==> config.mk <==
export PLATFORM = sky130hd
export DESIGN_NAME = inst_decode_stage
export DESIGN_NICKNAME = d
export VERILOG_FILES = /design/src/rtl/inst_decode_stage.sv
export SDC_FILE = /design/constraint.sdc
export NUM_CORES = 1
export LEC_CHECK = 0
export BUFFER_PORTS_ARGS = -buffer_cell sky130_fd_sc_hd__buf_2
export CORE_MARGIN = 2
export CORE_UTILIZATION = 40
export DETAILED_ROUTE_END_ITERATION = 8
export PLACE_DENSITY = 0.66
export SLEW_MARGIN = 20
export SYNTH_ARGS = -nofsm -noshare
export SYNTH_HDL_FRONTEND = slang
export SYNTH_SLANG_ARGS = --single-unit
export TNS_END_PERCENT = 50
==> constraint.sdc <==
create_clock -name CLK -period 5.2 [get_ports CLK]
set_input_delay 0.26 -clock CLK [delete_from_list [all_inputs] [get_ports CLK]]
set_output_delay 0.26 -clock CLK [all_outputs]
set_load 0.05 [all_outputs]
==> src/rtl/inst_decode_stage.sv <==
// inst_decode_stage: registered RV32I decode stage with valid/ready handshake and flush
module inst_decode_stage #(
    parameter logic [31:0] RESET_PC = 32'h0000_0000
) (
    input  logic        CLK,
    input  logic        RESET,
    input  logic [31:0] InstrIn,
    input  logic [31:0] PCIn,
    input  logic        InValid,
    output logic        InReady,
    input  logic        Flush,
    output logic        OutValid,
    input  logic        OutReady,
    output logic [5:0]  ALUControl,
    output logic [31:0] ExtImm,
    output logic [4:0]  Rs1,
    output logic [4:0]  Rs2,
    output logic [4:0]  Rd,
    output logic        RegWrite,
    output logic        MemRead,
    output logic        MemWrite,
    output logic [31:0] PCOut,
    output logic        Illegal
);
    localparam logic [5:0] OP_LUI = 6'd0, OP_AUIPC = 6'd1, OP_JAL = 6'd2, OP_JALR = 6'd3;
    localparam logic [5:0] OP_BEQ = 6'd4, OP_BNE = 6'd5, OP_BLT = 6'd6, OP_BGE = 6'd7, OP_BLTU = 6'd8, OP_BGEU = 6'd9;
    localparam logic [5:0] OP_LB = 6'd10, OP_LH = 6'd11, OP_LW = 6'd12, OP_LBU = 6'd13, OP_LHU = 6'd14;
    localparam logic [5:0] OP_SB = 6'd15, OP_SH = 6'd16, OP_SW = 6'd17;
    localparam logic [5:0] OP_ADDI = 6'd18, OP_SLTI = 6'd19, OP_SLTIU = 6'd20, OP_XORI = 6'd21, OP_ORI = 6'd22;
    localparam logic [5:0] OP_ANDI = 6'd23, OP_SLLI = 6'd24, OP_SRLI = 6'd25, OP_SRAI = 6'd26;
    localparam logic [5:0] OP_ADD = 6'd27, OP_SUB = 6'd28, OP_SLL = 6'd29, OP_SLT = 6'd30, OP_SLTU = 6'd31;
    localparam logic [5:0] OP_XOR = 6'd32, OP_SRL = 6'd33, OP_SRA = 6'd34, OP_OR = 6'd35, OP_AND = 6'd36;
    localparam logic [5:0] OP_FENCE = 6'd37, OP_ECALL = 6'd38, OP_EBREAK = 6'd39;

    logic [6:0]  opc, f7;
    logic [2:0]  f3;
    logic [31:0] imm_i, imm_s, imm_b, imm_u, imm_j, imm_sh;
    logic [5:0]  alu_dec;
    logic [31:0] imm_dec;
    logic        wr_dec, mr_dec, mw_dec, ill_dec, load;

    logic        valid_q, valid_d;
    logic [5:0]  alu_q, alu_d;
    logic [31:0] imm_q, imm_d, pc_q, pc_d;
    logic [4:0]  rs1_q, rs1_d, rs2_q, rs2_d, rd_q, rd_d;
    logic        we_q, we_d, mr_q, mr_d, mw_q, mw_d, ill_q, ill_d;

    assign opc    = InstrIn[6:0];
    assign f3     = InstrIn[14:12];
    assign f7     = InstrIn[31:25];
    assign imm_i  = {{20{InstrIn[31]}}, InstrIn[31:20]};
    assign imm_s  = {{20{InstrIn[31]}}, InstrIn[31:25], InstrIn[11:7]};
    assign imm_b  = {{20{InstrIn[31]}}, InstrIn[7], InstrIn[30:25], InstrIn[11:8], 1'b0};
    assign imm_u  = {InstrIn[31:12], 12'b0};
    assign imm_j  = {{12{InstrIn[31]}}, InstrIn[19:12], InstrIn[20], InstrIn[30:21], 1'b0};
    assign imm_sh = {27'b0, InstrIn[24:20]};

    assign InReady = !valid_q || OutReady;
    assign load    = InValid && InReady && !Flush;

    // combinational decode of the presented instruction; illegal encodings collapse to a harmless FENCE
    always_comb begin
        alu_dec = OP_FENCE;
        imm_dec = imm_i;
        wr_dec  = 1'b0;
        mr_dec  = 1'b0;
        mw_dec  = 1'b0;
        ill_dec = 1'b0;
        case (opc)
            7'b0110111: begin alu_dec = OP_LUI; imm_dec = imm_u; wr_dec = 1'b1; end
            7'b0010111: begin alu_dec = OP_AUIPC; imm_dec = imm_u; wr_dec = 1'b1; end
            7'b1101111: begin alu_dec = OP_JAL; imm_dec = imm_j; wr_dec = 1'b1; end
            7'b1100111: begin alu_dec = OP_JALR; wr_dec = 1'b1; ill_dec = f3 != 3'b000; end
            7'b1100011: begin
                imm_dec = imm_b;
                case (f3)
                    3'b000:  alu_dec = OP_BEQ;
                    3'b001:  alu_dec = OP_BNE;
                    3'b100:  alu_dec = OP_BLT;
                    3'b101:  alu_dec = OP_BGE;
                    3'b110:  alu_dec = OP_BLTU;
                    3'b111:  alu_dec = OP_BGEU;
                    default: ill_dec = 1'b1;
                endcase
            end
            7'b0000011: begin
                mr_dec = 1'b1;
                wr_dec = 1'b1;
                case (f3)
                    3'b000:  alu_dec = OP_LB;
                    3'b001:  alu_dec = OP_LH;
                    3'b010:  alu_dec = OP_LW;
                    3'b100:  alu_dec = OP_LBU;
                    3'b101:  alu_dec = OP_LHU;
                    default: ill_dec = 1'b1;
                endcase
            end
            7'b0100011: begin
                imm_dec = imm_s;
                mw_dec  = 1'b1;
                case (f3)
                    3'b000:  alu_dec = OP_SB;
                    3'b001:  alu_dec = OP_SH;
                    3'b010:  alu_dec = OP_SW;
                    default: ill_dec = 1'b1;
                endcase
            end
            7'b0010011: begin
                wr_dec = 1'b1;
                case (f3)
                    3'b000: alu_dec = OP_ADDI;
                    3'b010: alu_dec = OP_SLTI;
                    3'b011: alu_dec = OP_SLTIU;
                    3'b100: alu_dec = OP_XORI;
                    3'b110: alu_dec = OP_ORI;
                    3'b111: alu_dec = OP_ANDI;
                    3'b001: begin alu_dec = OP_SLLI; imm_dec = imm_sh; ill_dec = f7 != 7'b0000000; end
                    default: begin
                        alu_dec = f7 == 7'b0100000 ? OP_SRAI : OP_SRLI;
                        imm_dec = imm_sh;
                        ill_dec = f7 != 7'b0000000 && f7 != 7'b0100000;
                    end
                endcase
            end
            7'b0110011: begin
                wr_dec = 1'b1;
                case ({f7, f3})
                    10'b0000000_000: alu_dec = OP_ADD;
                    10'b0100000_000: alu_dec = OP_SUB;
                    10'b0000000_001: alu_dec = OP_SLL;
                    10'b0000000_010: alu_dec = OP_SLT;
                    10'b0000000_011: alu_dec = OP_SLTU;
                    10'b0000000_100: alu_dec = OP_XOR;
                    10'b0000000_101: alu_dec = OP_SRL;
                    10'b0100000_101: alu_dec = OP_SRA;
                    10'b0000000_110: alu_dec = OP_OR;
                    10'b0000000_111: alu_dec = OP_AND;
                    default:         ill_dec = 1'b1;
                endcase
            end
            7'b0001111: begin alu_dec = OP_FENCE; ill_dec = f3 != 3'b000; end
            7'b1110011: begin
                alu_dec = InstrIn[20] ? OP_EBREAK : OP_ECALL;
                ill_dec = InstrIn[31:7] != 25'h0 && InstrIn[31:7] != 25'h2000;
            end
            default: ill_dec = 1'b1;
        endcase
        if (ill_dec) begin
            alu_dec = OP_FENCE;
            imm_dec = 32'h0;
            wr_dec  = 1'b0;
            mr_dec  = 1'b0;
            mw_dec  = 1'b0;
        end
    end

    // next state: flush beats load and stall; data registers change only on a load
    always_comb begin
        valid_d = Flush ? 1'b0 : load ? 1'b1 : OutReady ? 1'b0 : valid_q;
        alu_d   = load ? alu_dec : alu_q;
        imm_d   = load ? imm_dec : imm_q;
        rs1_d   = load ? InstrIn[19:15] : rs1_q;
        rs2_d   = load ? InstrIn[24:20] : rs2_q;
        rd_d    = load ? InstrIn[11:7] : rd_q;
        we_d    = load ? wr_dec && InstrIn[11:7] != 5'd0 : we_q;
        mr_d    = load ? mr_dec : mr_q;
        mw_d    = load ? mw_dec : mw_q;
        pc_d    = load ? PCIn : pc_q;
        ill_d   = load ? ill_dec : ill_q;
    end

    // output pipeline register with asynchronous reset to an empty, inert state
    always_ff @(posedge CLK or posedge RESET) begin
        if (RESET) begin
            valid_q <= 1'b0;
            alu_q   <= OP_FENCE;
            imm_q   <= 32'h0;
            rs1_q   <= 5'd0;
            rs2_q   <= 5'd0;
            rd_q    <= 5'd0;
            we_q    <= 1'b0;
            mr_q    <= 1'b0;
            mw_q    <= 1'b0;
            pc_q    <= RESET_PC;
            ill_q   <= 1'b0;
        end else begin
            valid_q <= valid_d;
            alu_q   <= alu_d;
            imm_q   <= imm_d;
            rs1_q   <= rs1_d;
            rs2_q   <= rs2_d;
            rd_q    <= rd_d;
            we_q    <= we_d;
            mr_q    <= mr_d;
            mw_q    <= mw_d;
            pc_q    <= pc_d;
            ill_q   <= ill_d;
        end
    end

    assign OutValid   = valid_q;
    assign ALUControl = alu_q;
    assign ExtImm     = imm_q;
    assign Rs1        = rs1_q;
    assign Rs2        = rs2_q;
    assign Rd         = rd_q;
    assign RegWrite   = we_q;
    assign MemRead    = mr_q;
    assign MemWrite   = mw_q;
    assign PCOut      = pc_q;
    assign Illegal    = ill_q;
endmodule

; After elaboration in Yosys (flattened, before gate mapping)
; Index checks and enable logic that the tools add are counted.
[totals]
reg_bits = 90
input_bits = 69
output_inout_bits = 91
[op_classes]
eq_ne = 30
n_mux = 27
reduce_logical = 24
[op_table]
columns = operator, n
row1 = $pmux W32 S5, 1
row2 = $pmux W6 S10, 2
row3 = $mux W32, 2
row4 = $eq A10 B3 Y1 const B, 4
row5 = $pmux W6 S6, 1
row6 = $pmux W6 S5, 1
row7 = $eq A7 B6 Y1 const B, 4
row8 = $eq A7 B7 Y1 const B, 4
row9 = $pmux W4 S7, 1
row10 = $ne A25 B14 Y1 const B, 1
row11 = $reduce_bool A25 Y1, 1
row12 = $eq A10 B2 Y1 const B, 2
row13 = $eq A10 B9 Y1 const B, 2
row14 = $pmux W6 S3, 1
row15 = $eq A7 B5 Y1 const B, 2
row16 = $mux W1, 14
row17 = $eq A3 B3 Y1 const B, 4
row18 = $reduce_or A6 Y1, 2
row19 = $eq A10 B1 Y1 const B, 1
row20 = $logic_not A10 Y1, 1
row21 = $reduce_or A10 Y1, 1
row22 = $pmux W1 S8, 1
row23 = $eq A7 B2 Y1 const B, 1
row24 = $eq A7 B4 Y1 const B, 1
row25 = other kinds (17), 26

; Logic depth before layout (Yosys ltp)
; Gate-level depths: netlist of run 1.
[logic_depth]
ltp_word = 6
ltp_mapped = 9

; Worst setup path after synthesis of run 1
; OpenSTA, ideal clock, no wires.
[synth_path]
kind = register -> register
start = register valid_q (netlist: OutValid)
end = register alu_q[2] (netlist: ALUControl[2])
setup_time_ps = 83
arrival_time_ps = 2315
required_time_ps = 5117
slack_ps = 2802
stages_incl_launch_ff = 7
period_less_slack_ps = 2398
cell_sequence = dfrtp_1 > nor2b_1 > nor3b_1 > o211a_1 > nand4b_2 > or2_2 > o32a_1
[synth_between]
elab_chain_len = 4
[synth_rtl]
columns = element, line_no
row1 = "start, declared", 42  ; logic valid_q, valid_d;
row2 = "start signal, assigned", 187  ; valid_q <= valid_d;
row3 = $logic_not A1 Y1, 58  ; assign InReady = !valid_q || OutReady;
row4 = $logic_or A1 B1 Y1, 58
row5 = $logic_and A1 B1 Y1 (2 in a row), 59  ; assign load = InValid && InReady && !Flush;
row6 = "end signal, assigned", 188  ; alu_q <= alu_d;
row7 = "end, declared", 43  ; logic [5:0] alu_q, alu_d;
; No other way between the ends.
; A chain may end at the register's enable or synchronous reset.

; Final worst setup path of run 1
[layout_path]
start = register valid_q (netlist: OutValid)
end = register alu_q[0] (netlist: ALUControl[0])
; Same word-level chain as after synthesis.

==> impl_metrics.ini, run 1 <==
[run_status]
status = finished, final reports clean

[detailed_routing]
top_layer = met4
wl_mm = 14.0
drtIter0Drc = 384
dr_total_vias = 4357
ant_nets = 0
wl_met2_mm = 6.36
drt-wirelength-per-cell_um = 17.5
drc = 0
via_per_inst = 5.44
wl_met1_mm = 6.17
wl_met3_mm = 1.29
drtPass1Iterations = 6

[global_routing]
grt_pass1_vias = 3898
grt_max_degree = 78
grt_overflow = 0
grt_pass1_wl_mm = 21.2
track_usage_pct = 22.9
antenna_found_initial = 0

[synth]
yosysSeqAreaShare_pct = 50.0
synth-main-ff-cell = dfrtp_1
synthSimpleGateAreaFrac_pct = 26.3
avgSynthCellArea_um2 = 8.72
synth_area_leaders = dfrtp_1 48%, nand2_1 15%, a22o_1 3.5%, o21ai_2 3.5%, a21oi_1 3.2%
synth-xor-area-share_pct = 0.388
synthAdderAreaFrac_pct = 0
synth_top_family_by_area = simple AND/OR/NAND/NOR gates
ys_types = 62
synth_edf_count = 0
yosysTopAreaCell = dfrtp_1
synth-seq-cells = 90
syn-cell-area_um2 = 4510
synth.top_cell.area_share_pct = 48.3
yosys_warnings = 0
synth_nets = 586
synth-compound-area-share_pct = 19.3
post-synth-top-count-cell = nand2_1
async_flop_share_pct = 100
synthCells = 517
synthMuxAreaShare_pct = 0.250
ys_top_cells_by_count = 177 x nand2_1, 87 x dfrtp_1, 31 x clkbuf_1

[sta]
slew_violations = 0
period_share_pct = 50.7
fmax_ghz = 0.379
skew_ps = 8.22
hold_violations = 0
setup_viol = 0
relSlewSlack_pct = 35.1
period_needed_ps = 2640
setup_ws_ps = 2560
setup_tns_ps = 0
worst_slew_pin_slew_ps = 960
rsz0062_at_grt = false

[setup_path]
worstPathCellList = nor2b_1 > nor3b_2 > buf_4 > o211a_1 > nand4b_2 > nor2_1 > a41oi_1
startpoint_type = flop
cp_num_cells = 7
cp-end-kind = flop
ff2ff_path_depth = 7
max_stage_delay_ps = 670
critical-path-slowest-cell = nor2_1
cp.arrival_ps = 2840
required_ps = 5410
crit_path_end = ALUControl[0]$_DFFE_PP1P_
rr_endpoint = ALUControl[0]$_DFFE_PP1P_
critPathMaxFanout = 53
critPathKind = reg2reg
crit_family = simple AND/OR/NAND/NOR gates
r2r_start = OutValid$_DFFE_PP0P_
crit_buf_inv = 1
startpoint = OutValid$_DFFE_PP0P_
reg2reg_slack_ps = 2560

[cts]
root_buffer = clkbuf_16
clock_sinks = 90
cts_tree = done
cts_setup_buffers = 0
cts_resized = 0
clock_latency_ps = 340
cts_buffers = 9
clk_pin_slew_worst_paths_ps = 70
htree_levels = 3
clk_path_buf_depth = 2

[worst_hold_path]
worst_hold_path_type = in2reg

[cells_and_area]
seqCellArea_um2 = 2260
drive_gt1_share_pct = 32.2
fill_cells = 1051
final_cells = 801
multiInputGateArea_um2 = 2090
area_delta_synth_final_pct = 25.8
fin_nets = 725
antennaDiodeCount = 0

[floorplanning]
core_region_area_um2 = 10900
top_level_ports = 160
fp-row-count = 38
dieArea_um2 = 12100
die_h_um = 110
fp.dieW_um = 110
initial_core_util_pct = 41.2

[power]
p_per_area_nw_per_um2 = 350
ir_drop_uv = 174
power_leakage_nw = 2.99

[place]
dp.cells = 784
portBuffers = 159
place_hpwl_mm = 10.1
place_ws_ps = 2280
gp_congestion = 0.951

[flow_run]
maxCapViolCount = 0
[layout make-up]
type                    count  share of cell area (%)
well taps                 140                    3.09
clock inverters             6                    1.26
clock buffers              10                    4.04
flip-flops and latches     90                    39.8
repair buffers            163                    14.6
inverters                   6                   0.441
multi-input cells         386                    36.8
[worst min path at each step]
| stage | to | depth (start not counted) | slack [ps] | startpoint |
|---|---|---|---|---|
| after floorplan | OutValid$_DFFE_PP0P_ | 1 | 330 | Flush |
| after global placement | PCOut[13]$_DFFE_PP0P_ | 2 | 310 | RESET |
| after detailed placement | PCOut[12]$_DFFE_PP0P_ | 2 | 320 | RESET |
| after CTS | PCOut[18]$_DFFE_PP0P_ | 3 | 100 | PCIn[18] |
| after global routing | PCOut[1]$_DFFE_PP0P_ | 3 | 100 | PCIn[1] |
| final | PCOut[1]$_DFFE_PP0P_ | 3 | 110 | PCIn[1] |
[per-stage QoR]
stage / power, mW / hold WS [ps] / cell area [µm²] / util (%)
6_report: 1.98 / 108 / 5670 / 51.9
5_1_grt: 2.07 / 105 / 5670 / 51.9
4_1_cts: 2.00 / 103 / 5670 / 51.9
3_5_place_dp: 1.34 / 318 / 5360 / 49.1
3_3_place_gp: 1.33 / 308 / 5360 / 49.1
2_1_floorplan: 1.19 / 326 / 4510 / -
[state kept, by name, summed over array words and instances, names as in the netlist]
register / count
ALUControl: 6
ExtImm: 32
Illegal: 1
MemRead: 1
MemWrite: 1
OutValid: 1
PCOut: 32
Rd: 5
RegWrite: 1
Rs1: 5
Rs2: 5
[cells by family (layout without fill, tap and decap cells)]
family                    count (synthesis)  count (layout)
AOI/OAI and AO/OA                       118             118
buffers and inverters                    41             185
xor gates and xnor gates                  2               2
muxes                                     1               1
DFF                                      90              90
and+or+nand+nor                         265             265
[routing by layer]
layer  vias to the layer above  GRT usage, %
met1                      2064          32.0
li1                       2062             -
met5                         -             0
met3                        17          5.76
met4                         0          5.80
met2                       214          35.5
[power by group]
part	internal, mW	leakage, nW	switching, mW
combinational	0.118	1.69	0.403
sequential	0.767	1.16	0.0337
clock	0.378	0.140	0.283
[worst register-to-register path, cell delays in order (launching register included)]
cell and delay [ps]:
dfrtp_1 370, nor2b_1 160, nor3b_2 160, buf_4 500, o211a_1 270, nand4b_2 150, nor2_1 670, a41oi_1 230
[placed cells by master (no fill, tap or decap), types with 3 or more instances in the layout]
master	n
dfstp_2	3
nand2_1	177
o22ai_1	3
nand3_1	6
nand2b_1	8
a21oi_1	29
or3b_2	3
clkbuf_16	9
buf_2	159
nor2_1	26
nor3_1	11
nor2b_1	3
nor4_1	6
o21ai_0	9
a31oi_1	6
buf_4	3
dfrtp_1	87
inv_1	5
nand3b_1	4
a22o_1	18
inv_6	3
o21ai_2	18
a211o_1	3
[timing repair]
item | in CTS | in global routing
endpoints found under the setup margin | 0 | 0
hold endpoints to repair | 34 | 0
hold buffers | 1 | 0
Power figures use the tool's default switching activity.
==> run 2: changes to the inputs <==
- PLACE_DENSITY: 0.66 -> 0.69
- clock period: 5.2 -> 2.25 ns (I/O delays scaled with it)
==> impl_metrics.ini, run 2 (synthesis results as in run 1) <==
[detailed_routing]
drtPass1Iterations = 6
drtIter0Drc = 299
drt-wirelength-per-cell_um = 17.3
dr_total_vias = 4684
ant_nets = 0
via_per_inst = 5.36
wl_mm = 15.1
drc = 0

[cells_and_area]
drive_gt1_share_pct = 34.5
utilization_pct = 58.1
fin_area_um2 = 6350
fin_nets = 798
area_delta_synth_final_pct = 40.8
antennaDiodeCount = 0
fill_cells = 954
layout_common_cells = 177 x nand2_1, 159 x buf_2, 87 x dfrtp_1, 40 x buf_4, 35 x dlygate4sd3_1
final_common_cell = nand2_1

[run_status]
status = finished, final reports clean

[floorplanning]
initial_core_util_pct = 41.2
die_h_um = 110
fp.dieW_um = 110
top_level_ports = 160
dieArea_um2 = 12100
core_region_area_um2 = 10900
fp-row-count = 38

[setup_path]
cp.arrival_ps = 2380
critPathMaxFanout = 20
crit_buf_inv = 1
cp_common_cell = or3_4
cp-end-kind = flop
crit_family = simple AND/OR/NAND/NOR gates
ff2ff_path_depth = 6
required_ps = 2520
critPathKind = in2reg
r2r_start = OutValid$_DFFE_PP0P_
startpoint_type = input pin
critical-path-slowest-cell = or3_4
max_stage_delay_ps = 570
startpoint = InstrIn[31]
worstPathCellList = buf_2 > or4_4 > or3_4 > o31ai_4 > nand4b_2 > or3_4 > o21ai_2
cp_num_cells = 7

[place]
dpl-instance-area_um2 = 5680
portBuffers = 159
place_hpwl_mm = 10.8
gp_congestion = 0.964

[power]
power_leakage_nw = 3.34
p_per_area_nw_per_um2 = 747
ir_drop_uv = 544

[worst_hold_path]
worst_hold_path_type = in2reg
hold_path_depth = 3
hp-start = InstrIn[11]

[cts]
root_buffer = clkbuf_16
clk_path_buf_depth = 2
clock_latency_ps = 340
cts_tree = done
clock_sinks = 90
cts_setup_buffers = 0
cts_buffers = 9
htree_levels = 3
clk_pin_slew_worst_paths_ps = 80

[global_routing]
antenna_found_initial = 0
grt_pass1_wl_mm = 23.0
grt_max_degree = 85
use_met2_pct = 39.9
grt-busiest-layer = met2
grt_pass1_vias = 4443
grt_overflow = 0
met1_usage_pct = 33.7
gr-usage-met3_pct = 5.64
track_usage_pct = 24.7

[sta]
slew_violations = 0
setup_tns_ps = 0
period_needed_ps = 2110
hold_ws_ps = 2.45
rsz0062_at_grt = false
hold_violations = 0
skew_ps = 12.0
fmax_ghz = 0.474
relSlewSlack_pct = 63.2
worst_slew_pin_slew_ps = 552
period_share_pct = 93.8
setup_viol = 0

[flow_run]
maxCapViolCount = 0
## run 2: changes by cell type in the layout (fill, tap and decap cells not counted), moves of 2 or more
cell | before | now
buf_12 | 0 | 2
buf_4 | 3 | 40
dlygate4sd3_1 | 1 | 35
inv_8 | 0 | 3
## run 2: path summary, 6_finish.rpt
path,to,slack (ps)
setup / recovery,ExtImm[22]$_DFFE_PP0P_,140
setup reg to reg,ExtImm[22]$_DFFE_PP0P_,170
min in group asynchronous,Rs2[0]$_DFFE_PP0P_,420
hold reg to reg,Rd[0]$_DFFE_PP0P_,470
hold / removal,Rd[4]$_DFFE_PP0P_,2
max in group asynchronous,ALUControl[2]$_DFFE_PP1P_,1380
## run 2: tightest hold or removal path, stage by stage
cell and delay, ps:
buf_2 110, nand2_1 50, nand2_1 50
## run 2: layer usage
layer  vias up  share of wire (%)  routed length [µm]
met5         -                  0                   0
met1      2234                 44                6690
li1       2210                  -                   -
met4         0                1.8                 266
met2       219                 46                6930
met3        21                8.1                1230
## run 2: area by class of cell
| cell class | instances | area (µm²) | area share (%) |
|---|---|---|---|
| flip-flops and latches | 90 | 2260 | 35.5 |
| well taps | 140 | 175 | 2.76 |
| multi-input cells | 386 | 2090 | 32.9 |
| repair buffers | 236 | 1490 | 23.4 |
| inverters | 6 | 26.3 | 0.414 |
| clock buffers | 9 | 225 | 3.55 |
| clock inverters | 7 | 90.1 | 1.42 |
## run 2: report_power, final
| group | internal (mW) | leakage [nW] | switching [mW] |
|---|---|---|---|
| registers | 1.77 | 1.16 | 0.0815 |
| logic | 0.349 | 2.03 | 0.954 |
| clock network | 0.895 | 0.156 | 0.693 |
| total | 3.02 | 3.34 | 1.73 |
## run 2: what timing repair did
item	4_1_cts	5_1_grt
hold buffers	35	0
setup endpoints to repair	0	20
gates resized for setup	0	1
endpoints found under the hold margin	121	0
## run 2: stage by stage
step | power (mW) | worst slack [ps] | std cells
2_1_floorplan | 2.75 | -148 | 517
6_report | 4.75 | 140 | 874
3_5_place_dp | 3.14 | -195 | 823
4_1_cts | 4.78 | 164 | 874
3_3_place_gp | 3.12 | -119 | 823
5_1_grt | 4.97 | 28.8 | 874
